## src/rtl/alu_arbiter.sv

```systemverilog
// alu_arbiter: two-requester round-robin front end for the shared 32-bit ALU.
// Operands are registered before they reach the ALU. The ALU result is
// captured one cycle later. That result is held on a valid/ready response
// channel, tagged with the id of the requester that issued it.
module alu_arbiter #(
  parameter int WIDTH = 32
) (
  input  logic             clk,
  input  logic             rst_n,
  input  logic             req0_valid,
  output logic             req0_ready,
  input  logic [2:0]       req0_op,
  input  logic [WIDTH-1:0] req0_a,
  input  logic [WIDTH-1:0] req0_b,
  input  logic             req1_valid,
  output logic             req1_ready,
  input  logic [2:0]       req1_op,
  input  logic [WIDTH-1:0] req1_a,
  input  logic [WIDTH-1:0] req1_b,
  output logic             rsp_valid,
  input  logic             rsp_ready,
  output logic             rsp_id,
  output logic [WIDTH-1:0] rsp_f,
  output logic             rsp_zf,
  output logic             rsp_of,
  output logic [2:0]       ALU_OP,
  output logic [WIDTH-1:0] A,
  output logic [WIDTH-1:0] B,
  input  logic [WIDTH-1:0] F,
  input  logic             ZF,
  input  logic             OF
);

  localparam logic [1:0] IDLE = 2'd0;
  localparam logic [1:0] EXEC = 2'd1;
  localparam logic [1:0] RESP = 2'd2;

  logic [1:0] state;
  logic       last;       // most recent grant; requester 0 wins first contention
  logic       id;         // requester of the operation currently in the ALU
  logic       sel;
  logic       can_accept;
  logic       accept;

  // Round-robin select and handshake. Ready is gated by rst_n so neither
  // requester sees ready while reset is held.
  always_comb begin
    sel        = (req0_valid & req1_valid) ? ~last : req1_valid;
    can_accept = rst_n & ((state == IDLE) | ((state == RESP) & rsp_ready));
    req0_ready = can_accept & req0_valid & ~sel;
    req1_ready = can_accept & req1_valid & sel;
    accept     = req0_ready | req1_ready;
    rsp_valid  = (state == RESP);
  end

  // Sequencer FSM plus grant pointer and in-flight id.
  always_ff @(posedge clk or negedge rst_n) begin
    if (!rst_n) begin
      state <= IDLE;
      last  <= 1'b1;
      id    <= 1'b0;
    end else begin
      case (state)
        IDLE:    if (accept) state <= EXEC;
        EXEC:    state <= RESP;
        RESP:    if (rsp_ready) state <= accept ? EXEC : IDLE;
        default: state <= IDLE;
      endcase
      if (accept) begin
        last <= sel;
        id   <= sel;
      end
    end
  end

  // ALU operand registers change only on accept. The ALU inputs therefore
  // stay quiet while requesters toggle valid or payload.
  always_ff @(posedge clk or negedge rst_n) begin
    if (!rst_n) begin
      ALU_OP <= 3'b000;
      A      <= '0;
      B      <= '0;
    end else if (accept) begin
      ALU_OP <= sel ? req1_op : req0_op;
      A      <= sel ? req1_a  : req0_a;
      B      <= sel ? req1_b  : req0_b;
    end
  end

  // Capture the ALU result at the closing edge of EXEC and hold it in RESP.
  always_ff @(posedge clk or negedge rst_n) begin
    if (!rst_n) begin
      rsp_id <= 1'b0;
      rsp_f  <= '0;
      rsp_zf <= 1'b0;
      rsp_of <= 1'b0;
    end else if (state == EXEC) begin
      rsp_id <= id;
      rsp_f  <= F;
      rsp_zf <= ZF;
      rsp_of <= OF;
    end
  end

endmodule

```

## config.mk

```make
export PLATFORM = sky130hd
export DESIGN_NAME = alu_arbiter
export DESIGN_NICKNAME = d
export VERILOG_FILES = /design/src/rtl/alu_arbiter.sv
export SDC_FILE = /design/constraint.sdc
export NUM_CORES = 1
export LEC_CHECK = 0
export CORE_MARGIN = 2
export CORE_UTILIZATION = 35
export CTS_CLUSTER_SIZE = 14
export DETAILED_ROUTE_END_ITERATION = 10
export PLACE_DENSITY = 0.9
export RECOVER_POWER = 25
export SYNTH_ARGS = -nofsm -noshare
export SYNTH_HDL_FRONTEND = slang
export SYNTH_SLANG_ARGS = --single-unit
```

## constraint.sdc

```tcl
create_clock -name clk -period 1.3 [get_ports clk]
set_input_delay 0.13 -clock clk [delete_from_list [all_inputs] [get_ports clk]]
set_output_delay 0.13 -clock clk [all_outputs]
set_load 0.005 [all_outputs]
```

==> impl_metrics.yaml, run 1 <==
outcome:
  status: "finished with violations"
  violations: "negative setup slack"
sta:
  period_minus_slack_ns: 1.51
  slew_headroom_pct: 46.6
  setup_viol: 106
  tightestPinTransition_ns: 0.801
  finalCritPeriodShare_pct: 116
  maxClockFrequency_mhz: 661
  final-hold-violation-count: 0
  slew_violations: 0
  rsz0062_at_grt: "yes"
  skew_ns: 0.00994
  layout_setup_ws_ns: -0.213
critical_path:
  cp-start-kind: "flip-flop"
  path_cells: "inv_2, buf_6, o2111a_2, buf_12, buf_8, a2bb2oi_2"
  crit_path_max_fanout: 10
  critPathKind: "flip-flop to flip-flop"
  slowest_delay_ns: 0.42
  reg2reg_to: "B[28]"
  arrival_ns: 1.77
  cp_num_buf_inv: 4
  worst_path_max_delay_cell: "dfrtp_1"
  r2r_start: "state[0]"
  critPathTopFamily: "buffers and inverters"
  cp-end-kind: "flip-flop"
  reg2reg_slack_ns: -0.21
  rr_worst_depth: 6
  crit_required_ns: 1.56
global_route:
  grt_pass1_vias: 5016
  overflow: 0
  use_met3_pct: 7.38
  grt_pass1_wl_um: 26600
  use_met1_pct: 25.8
  grt_max_degree: 69
  antenna_found_initial: 0
  met2_usage_pct: 42.0
  top_usage_layer: "met2"
  grt.total_usage_pct: 23.6
layout:
  regArea_um2: 2650
  drive_gt1_share_pct: 33.1
  final_util_pct: 70.6
  area_growth_syn_to_layout_pct: 95.8
  fin_nets: 826
  fillCellCount: 839
  diodes: 0
  multi_input_area_um2: 2580
route:
  first_iter_violations: 283
  drc_errors: 0
  wl_per_cell_um: 25.9
  antenna_left: 0
  drt-total-wl_um: 21600
  dr.pass1.iters: 4
  vias: 4750
  vias_per_cell: 5.70
logic_synthesis:
  syn_inst: 336
  synth-main-ff-cell: "dfrtp_1"
  syn_area_per_cell_um2: 14.3
  ys_seq_area_share_pct: 55.4
  syn-num-nets: 509
  yosysMostFrequentCell: "dfrtp_1"
  synth_common_cells: "105 x dfrtp_1, 59 x a2bb2oi_1, 56 x o32ai_1"
  synth_edf_count: 0
  synth_cell_types: 30
  synth_warnings: 0
  synth_top_area_share_pct: 54.8
  syn_area_um2: 4790
  synth_top_area_cell: "dfrtp_1"
  ys_ff_latch: 106
  asyncSetResetFlopFracSynth_pct: 100
  synth_area_leaders: "dfrtp_1 55%, a2bb2oi_1 11%, o32ai_1 10%"
floorplanning:
  die_width_um: 121
  rows: 42
  io_pins: 278
  die_h_um: 121
  initial_utilization_pct: 36.0
  fp.dieArea_um2: 14600
  core-area_um2: 13300
flow_run:
  cap_violations: 0
min_path:
  min_path_type: "input pin to async pin"
cts:
  clk_latency_ns: 0.35
  cts-root-buf: "clkbuf_16"
  cts_tree: "done"
  htree_levels: 3
  clk_pin_slew_worst_paths_ns: 0.07
  clock_sinks: 106
  cts_buffer_depth: 2
  cts_inserted_buffers: 9
placed_design:
  dpl.hpwl_um: 11600
  gp_congestion: 0.761
  io_buffers: 277
  place_ws_ns: -0.414
pwr:
  p_leak_uw: 0.00382
  power_density_nw_per_um2: 1500
  ir_worst_vdd_uv: 1200
==> cell families after synthesis <==
family,count (synthesis),share of synthesized area (%)
AOI/OAI and AO/OA,141,29.1
muxes,35,8.22
buffers and inverters,45,6.14
DFF,106,55.4
and+or+nand+nor,9,1.12
==> area by class of cell <==
cell class | instances | area share (%)
Inverter | 3 | 0.120
Tap cell | 176 | 2.35
Multi-Input combinational cell | 185 | 27.6
Clock buffer | 15 | 2.96
Sequential cell | 106 | 28.3
Clock inverter | 1 | 0.0934
Timing Repair Buffer | 348 | 38.6
==> tightest hold or removal path, delay by kind of cell <==
family   cells  cell delay [ns]
buf+inv      3             1.03
==> flip-flops by register name, summed over array words and instances, names as in the netlist <==
register,flops
A,32
B,32
rsp_f,32
ALU_OP,3
state,2
id,1
last,1
rsp_id,1
rsp_of,1
rsp_zf,1
==> worst max-delay path by stage <==
stage	from	end	slack [ns]	cells past startpoint
6_report	state[0]	B[28]	-0.21	6
5_1_grt	state[0]	B[23]	-0.23	6
4_1_cts	last	A[30]	-0.14	5
3_5_place_dp	rsp_ready	req0_ready	-0.41	5
3_3_place_gp	rsp_ready	req0_ready	-0.40	5
2_1_floorplan	last	A[0]	-0.07	6
==> power by group <==
part,total (uW),internal [uW],switching (uW)
clock network,2660,1470,1190
logic,6390,3930,2450
registers,5040,4340,702
total,14100,9740,4350
==> layer usage <==
metal  wire [um]  vias up
met2       11200      285
li1            -     2021
met1        7800     2393
met5           0        -
met3        1930       51
met4         723        0
==> what timing repair did <==
action                                  4_1_cts  5_1_grt
pin swaps                                    18       16
hold buffers                                  1        0
endpoints found under the hold margin         1        0
buffers inserted                             24        3
resized for setup                           144      104
cloned                                        5       17
endpoints found under the setup margin      207      107
==> per-stage QoR <==
stage	hold WS (ns)	std cells	total power, uW	area, um2	setup TNS, ns
after floorplan	-0.166	336	7010	4850	-0.662
after global placement	0.195	770	10100	7840	-20.01
after detailed placement	0.213	770	10300	7840	-25.80
after CTS	0.0437	816	12800	8490	-9.53
after global routing	0.390	834	14700	9380	-15.79
final	0.324	834	14100	9380	-12.43
==> layout by cell type, fill, tap and decap left out, drive strengths merged <==
cell / count
a21bo: 1
a21oi: 1
a2bb2oi: 67
a31oi: 1
a41oi: 2
and3: 1
buf: 59
clkbuf: 30
clkdlybuf4s50: 171
clkinv: 1
dfrtp: 105
dfstp: 1
dlygate4sd2: 102
dlygate4sd3: 1
inv: 3
mux2: 35
nand2: 1
nand2b: 2
nand3: 1
nor2: 2
nor2b: 1
nor3: 1
o2111a: 1
o21ai: 1
o32ai: 67
(Power assumes the default switching activity.)
==> run 2: changes to the inputs <==
- CELL_PAD_IN_SITES_DETAIL_PLACEMENT: not set -> 0
- CELL_PAD_IN_SITES_GLOBAL_PLACEMENT: not set -> 1
- CORE_UTILIZATION: 35 -> 26
- PLACE_DENSITY: 0.9 -> 0.89
==> run 2 against run 1 <==
The flow still finishes with violations (negative setup slack). Via count fell by 5.1%. Power fell by 1.6%. Sequential cell count did not move. Fmax rose by 4.0%. Clock skew fell by 0.0014 ns. Sequential share of layout area fell by 0.15 points. Sequential power fell by 1%. Worst setup slack improved by 0.058 ns. Critical path type unchanged. Largest power group unchanged.
==> impl_metrics.yaml, run 2 (synthesis gave the netlist of run 1 again) <==
critical_path:
  crit_start: "state[1]"
  slowest_delay_ns: 0.43
  crit_path_max_fanout: 20
  worst_path_max_delay_cell: "dfrtp_1"
  crit_required_ns: 1.56
  cp-end-kind: "flip-flop"
  r2r_start: "state[1]"
  path_cells: "nand2b_4, buf_6, o2111a_2, buf_4, buf_12, a2bb2oi_1"
  critPathKind: "flip-flop to flip-flop"
  cp-start-kind: "flip-flop"
  arrival_ns: 1.71
cts:
  clk_latency_ns: 0.35
  cts_tree: "done"
  htree_levels: 3
  cts_inserted_buffers: 9
  cts-root-buf: "clkbuf_16"
  clock_sinks: 106
  clk_pin_slew_worst_paths_ns: 0.08
  cts_buffer_depth: 2
route:
  antenna_left: 0
  first_iter_violations: 142
  wl_per_cell_um: 21.7
  vias_per_cell: 5.07
  vias: 4510
  drt-total-wl_um: 19300
  dr.pass1.iters: 4
  drc_errors: 0
placed_design:
  gp_congestion: 0.840
  place_ws_ns: -0.541
  dpl.hpwl_um: 12200
  placed_cells: 836
  io_buffers: 277
sta:
  slew_headroom_pct: 49.6
  layout_setup_ws_ns: -0.155
  final-hold-violation-count: 0
  slew_violations: 0
  tightestPinTransition_ns: 0.756
  rsz0062_at_grt: "yes"
  skew_ns: 0.00851
  fin_hold_ws_ns: 0.270
  finalCritPeriodShare_pct: 112
  setup_viol: 106
  period_minus_slack_ns: 1.46
  maxClockFrequency_mhz: 687
layout:
  reg.largest.list: "A (32), B (32), rsp_f (32)"
  diodes: 0
  fillCellCount: 1511
  area_growth_syn_to_layout_pct: 96.8
  fin_cells: 889
  final_common_cell: "clkdlybuf4s50_1"
  drive_gt1_share_pct: 30.6
  mostFrequentLayoutCells: "171 x clkdlybuf4s50_1, 105 x dfrtp_1, 102 x dlygate4sd2_1"
  fin_nets: 828
global_route:
  overflow: 0
  grt_max_degree: 94
  grt.total_usage_pct: 17.9
  grt_pass1_wl_um: 27500
  antenna_found_initial: 0
  grt_pass1_vias: 4953
floorplanning:
  initial_utilization_pct: 26.6
  rows: 49
  core-area_um2: 18000
  io_pins: 278
  fp.dieArea_um2: 19500
  die_width_um: 140
  die_h_um: 140
flow_run:
  cap_violations: 0
min_path:
  min_path_type: "input pin to async pin"
pwr:
  p_leak_uw: 0.00379
  seq_power_share_pct: 35.9
  p_switching_uw: 4190
  switching_share_pct: 30.2
  power_uw: 13900
  p_int_uw: 9680
  ir_worst_vdd_uv: 776
  power_density_nw_per_um2: 1470
  combPwrFrac_pct: 44.1
  power_frac_clock_pct: 20.1
outcome:
  status: "finished with violations"
  violations: "negative setup slack"
[run 2: cell count changes in the layout (fill, tap and decap cells not counted), moves of 4 or more]
cell	delta
a2bb2oi_1	+14
clkbuf_16	-5
o32ai_2	-12
o32ai_1	+4
a2bb2oi_2	-14
o32ai_4	+8
buf_12	+7
[run 2: worst max-delay path, delay by kind of cell (launching register included)]
| family | cells | cell delay, ns |
|---|---|---|
| flops | 1 | 0.43 |
| simple gates | 1 | 0.09 |
| compound gates | 2 | 0.43 |
| buf+inv | 3 | 0.40 |
[run 2: area by class of cell]
class                   count  area [um2]  area share (%)
clock buffers              10         229            2.43
inverters                   3        11.3           0.119
flip-flops and latches    106        2650            28.1
well taps                 229         287            3.04
multi-input cells         185        2540            27.0
clock inverters             6        75.1           0.796
repair buffers            350        3630            38.5
[run 2: routing by layer]
metal / up-vias / track usage, % / share of wire, %
met5: - / 0 / 0
met4: 0 / 5.95 / 2.1
met3: 25 / 5.64 / 8.0
met2: 223 / 31.4 / 51
met1: 2241 / 20.7 / 39
li1: 2021 / - / -
[run 2: final timing paths]
path | cells past startpoint | to | slack, ns
min in group clk | 4 | id | 0.28
max reg2reg | 6 | B[9] | -0.16
min reg2reg | 1 | rsp_f[26] | 0.51
max in group asynchronous | 3 | rsp_f[24] | 0.18
max | 6 | B[9] | -0.16
min | 4 | A[8] | 0.27
[run 2: timing repair]
item                       CTS  global route
pin swaps                   11            17
buffers inserted            25             1
hold endpoints to repair   105             4
gates cloned                 4             7
setup endpoints to repair  207           108
hold buffers                 2             1
gates resized for setup    162            76
[run 2: power groups by stage]
stage | combinational [uW] | sequential [uW] | clock (uW)
final | 6110 | 4980 | 2780
after floorplan | 2010 | 5010 | 0
after detailed placement | 5500 | 5000 | 0
after CTS | 5420 | 4920 | 2890
after global placement | 5380 | 4950 | 0
after global routing | 6480 | 5100 | 3040
[run 2: per-stage QoR]
step	util, %	instance area [um2]	setup TNS (ns)
after CTS	49.4	8900	-9.22
after floorplan	-	4850	-0.662
after detailed placement	45.1	8120	-25.56
after global routing	52.3	9430	-14.16
after global placement	45.1	8120	-21.69
final	52.3	9430	-9.40
==> run 3: changes to the inputs <==
- ABC_AREA: not set -> 1
- CORE_UTILIZATION: 26 -> 24
- PLACE_DENSITY: 0.89 -> 0.9
==> run 3 against run 2 <==
The run still ends with negative setup slack left. Hold slack improved by 0.052 ns. Power decreased by 6.6%. Clock-buffer cell count decreased by 1. First-iteration DRC count increased by 23%. Fmax decreased by 0.99%. Clock power increased by 6%. Final cell count increased by 42%. Worst setup slack got worse by 0.015 ns. Critical path type unchanged. Wire length decreased by 4.3%. Combinational power decreased by 18%. Register-to-register slack about the same.
==> impl_metrics.yaml, run 3 <==
layout:
  final_common_cell: "nand2_1"
  mostFrequentLayoutCells: "414 x nand2_1, 171 x clkdlybuf4s50_1, 105 x dfrtp_1"
  reg.largest.list: "A (32), B (32), rsp_f (32)"
  diodes: 0
  area_growth_syn_to_layout_pct: 80.7
  final_area_um2: 9110
  final_util_pct: 43.7
  fin_nets: 1159
  fin_cells: 1266
  drive_gt1_share_pct: 12.3
  fillCellCount: 2131
critical_path:
  reg2reg_slack_ns: -0.17
  path_cells: "buf_6, inv_2, nand2_2, nor2_2, nand2_2, buf_6, buf_12, clkbuf_16, nand3_1, nand2_1"
  arrival_ns: 1.70
  cp-start-kind: "flip-flop"
  cp-end-kind: "flip-flop"
  r2r_start: "state[0]"
  cp_num_buf_inv: 5
  crit_required_ns: 1.53
  slowest_delay_ns: 0.39
  rr_worst_depth: 10
  crit_path_max_fanout: 7
  critPathKind: "flip-flop to flip-flop"
  reg2reg_to: "A[1]"
  worst_path_max_delay_cell: "dfrtp_1"
  critPathTopFamily: "buffers and inverters"
logic_synthesis:
  synth-main-ff-cell: "dfrtp_1"
  syn_area_um2: 5040
  synth_area_leaders: "dfrtp_1 52%, nand2_1 31%, nand3_1 10%"
  yosysMostFrequentCell: "nand2_1"
  synth_edf_count: 0
  synth_cell_types: 14
  syn_area_per_cell_um2: 7.34
  synth_top_area_share_pct: 52.1
  ys_seq_area_share_pct: 52.7
  ys_ff_latch: 106
  synth_top_area_cell: "dfrtp_1"
  synth_common_cells: "417 x nand2_1, 105 x dfrtp_1, 103 x nand3_1"
  syn_inst: 686
  asyncSetResetFlopFracSynth_pct: 100
  synth_warnings: 0
  syn-num-nets: 859
placed_design:
  gp_congestion: 0.744
  dpl_cell_area_um2: 8270
  place_ws_ns: -0.395
  dpl.hpwl_um: 12400
  io_buffers: 277
  placed_cells: 1221
floorplanning:
  io_pins: 278
  fp.dieArea_um2: 22200
  initial_utilization_pct: 24.2
  die_h_um: 149
  core-area_um2: 20800
  rows: 53
  die_width_um: 149
route:
  first_iter_violations: 174
  drc_errors: 0
  antenna_left: 0
  drt-total-wl_um: 18500
  wl_per_cell_um: 14.6
  vias_per_cell: 4.27
  vias: 5412
  dr.pass1.iters: 4
pwr:
  power_density_nw_per_um2: 1420
  ir_worst_vdd_uv: 534
  p_leak_uw: 0.00486
sta:
  finalCritPeriodShare_pct: 113
  rsz0062_at_grt: "yes"
  skew_ns: 0.0109
  slew_headroom_pct: 50.0
  layout_setup_ws_ns: -0.170
  final-hold-violation-count: 0
  tightestPinTransition_ns: 0.751
  maxClockFrequency_mhz: 680
  setup_viol: 72
  fin_setup_tns_ns: -9.19
  slew_violations: 0
  period_minus_slack_ns: 1.47
global_route:
  antenna_found_initial: 1
  grt_pass1_vias: 5389
  grt_max_degree: 50
  use_met3_pct: 4.28
  met2_usage_pct: 27.6
  use_met1_pct: 20.1
  overflow: 0
  grt.total_usage_pct: 16.1
  grt_pass1_wl_um: 28200
  top_usage_layer: "met2"
min_path:
  min_path_type: "input pin to flip-flop"
  hold_end: "rsp_f[3]"
  hold_depth: 3
  hp-start: "F[3]"
cts:
  clock_sinks: 106
  clk_latency_ns: 0.35
  cts_inserted_buffers: 9
  cts-root-buf: "clkbuf_16"
  htree_levels: 3
  cts_buffer_depth: 2
  cts_tree: "done"
  clk_pin_slew_worst_paths_ns: 0.08
outcome:
  violations: "negative setup slack"
  status: "finished with violations"
flow_run:
  cap_violations: 0
## run 3: changes by cell type after synthesis, moves of 35 or more
cell       previous run  this run
nand3_1               1       103
o32ai_1              56         0
a2bb2oi_1            59         0
mux2_2               35         0
nand2_1               1       417
## run 3: cells by family (layout without fill, tap and decap cells)
| group | Yosys count | count (layout) | share of synthesized area (%) |
|---|---|---|---|
| simple gates | 526 | 526 | 41.8 |
| flops | 106 | 106 | 52.7 |
| buf+inv | 53 | 358 | 5.36 |
| compound gates | 1 | 1 | 0.174 |
## run 3: how the worst max path moves through the flow
stage	from	to	depth (start not counted)
finish	state[0]	A[1]	10
global route	state[0]	A[14]	10
CTS	last	req0_ready	5
detailed placement	req0_valid	req0_ready	6
global placement	req0_valid	req0_ready	6
floorplan	last	A[0]	9
## run 3: metal layers
layer	vias to the layer above	wire length, um
met5	-	13
met4	2	262
met3	16	1220
met2	166	9140
met1	2485	7870
li1	2743	-
## run 3: through the flow
stage,hold slack [ns],power (uW)
global route,0.327,13900
global placement,0.239,10200
finish,0.321,12900
detailed placement,0.245,10300
floorplan,-0.166,6790
CTS,0.302,13000
## run 3: repair_timing
item	4_1_cts	5_1_grt
endpoints found under the setup margin	174	85
gates cloned	5	6
hold buffers	1	0
resized for setup	150	24
endpoints found under the hold margin	56	0
buffers inserted	15	2
pin swaps	4	4
## run 3: worst reg2reg max path: stages, from the launching register on
cell       delay, ns
dfrtp_1         0.39
buf_6           0.14
inv_2           0.05
nand2_2         0.04
nor2_2          0.09
nand2_2         0.07
buf_6           0.13
buf_12          0.15
clkbuf_16       0.17
nand3_1         0.06
nand2_1         0.06
## run 3: where the power goes
| part | switching [uW] | internal (uW) | leakage (uW) |
|---|---|---|---|
| sequential | 586 | 4380 | 0.00133 |
| combinational | 2300 | 2740 | 0.00337 |
| clock | 1380 | 1550 | 0.000157 |
## run 3: layout make-up
class,count,area [um2],area share [%]
Timing Repair Buffer,335,3450,37.9
Sequential cell,106,2650,29.1
Multi-Input combinational cell,527,2310,25.4
Tap cell,275,344,3.78
Clock buffer,9,225,2.47
Clock inverter,7,95.1,1.04
Inverter,7,26.3,0.289
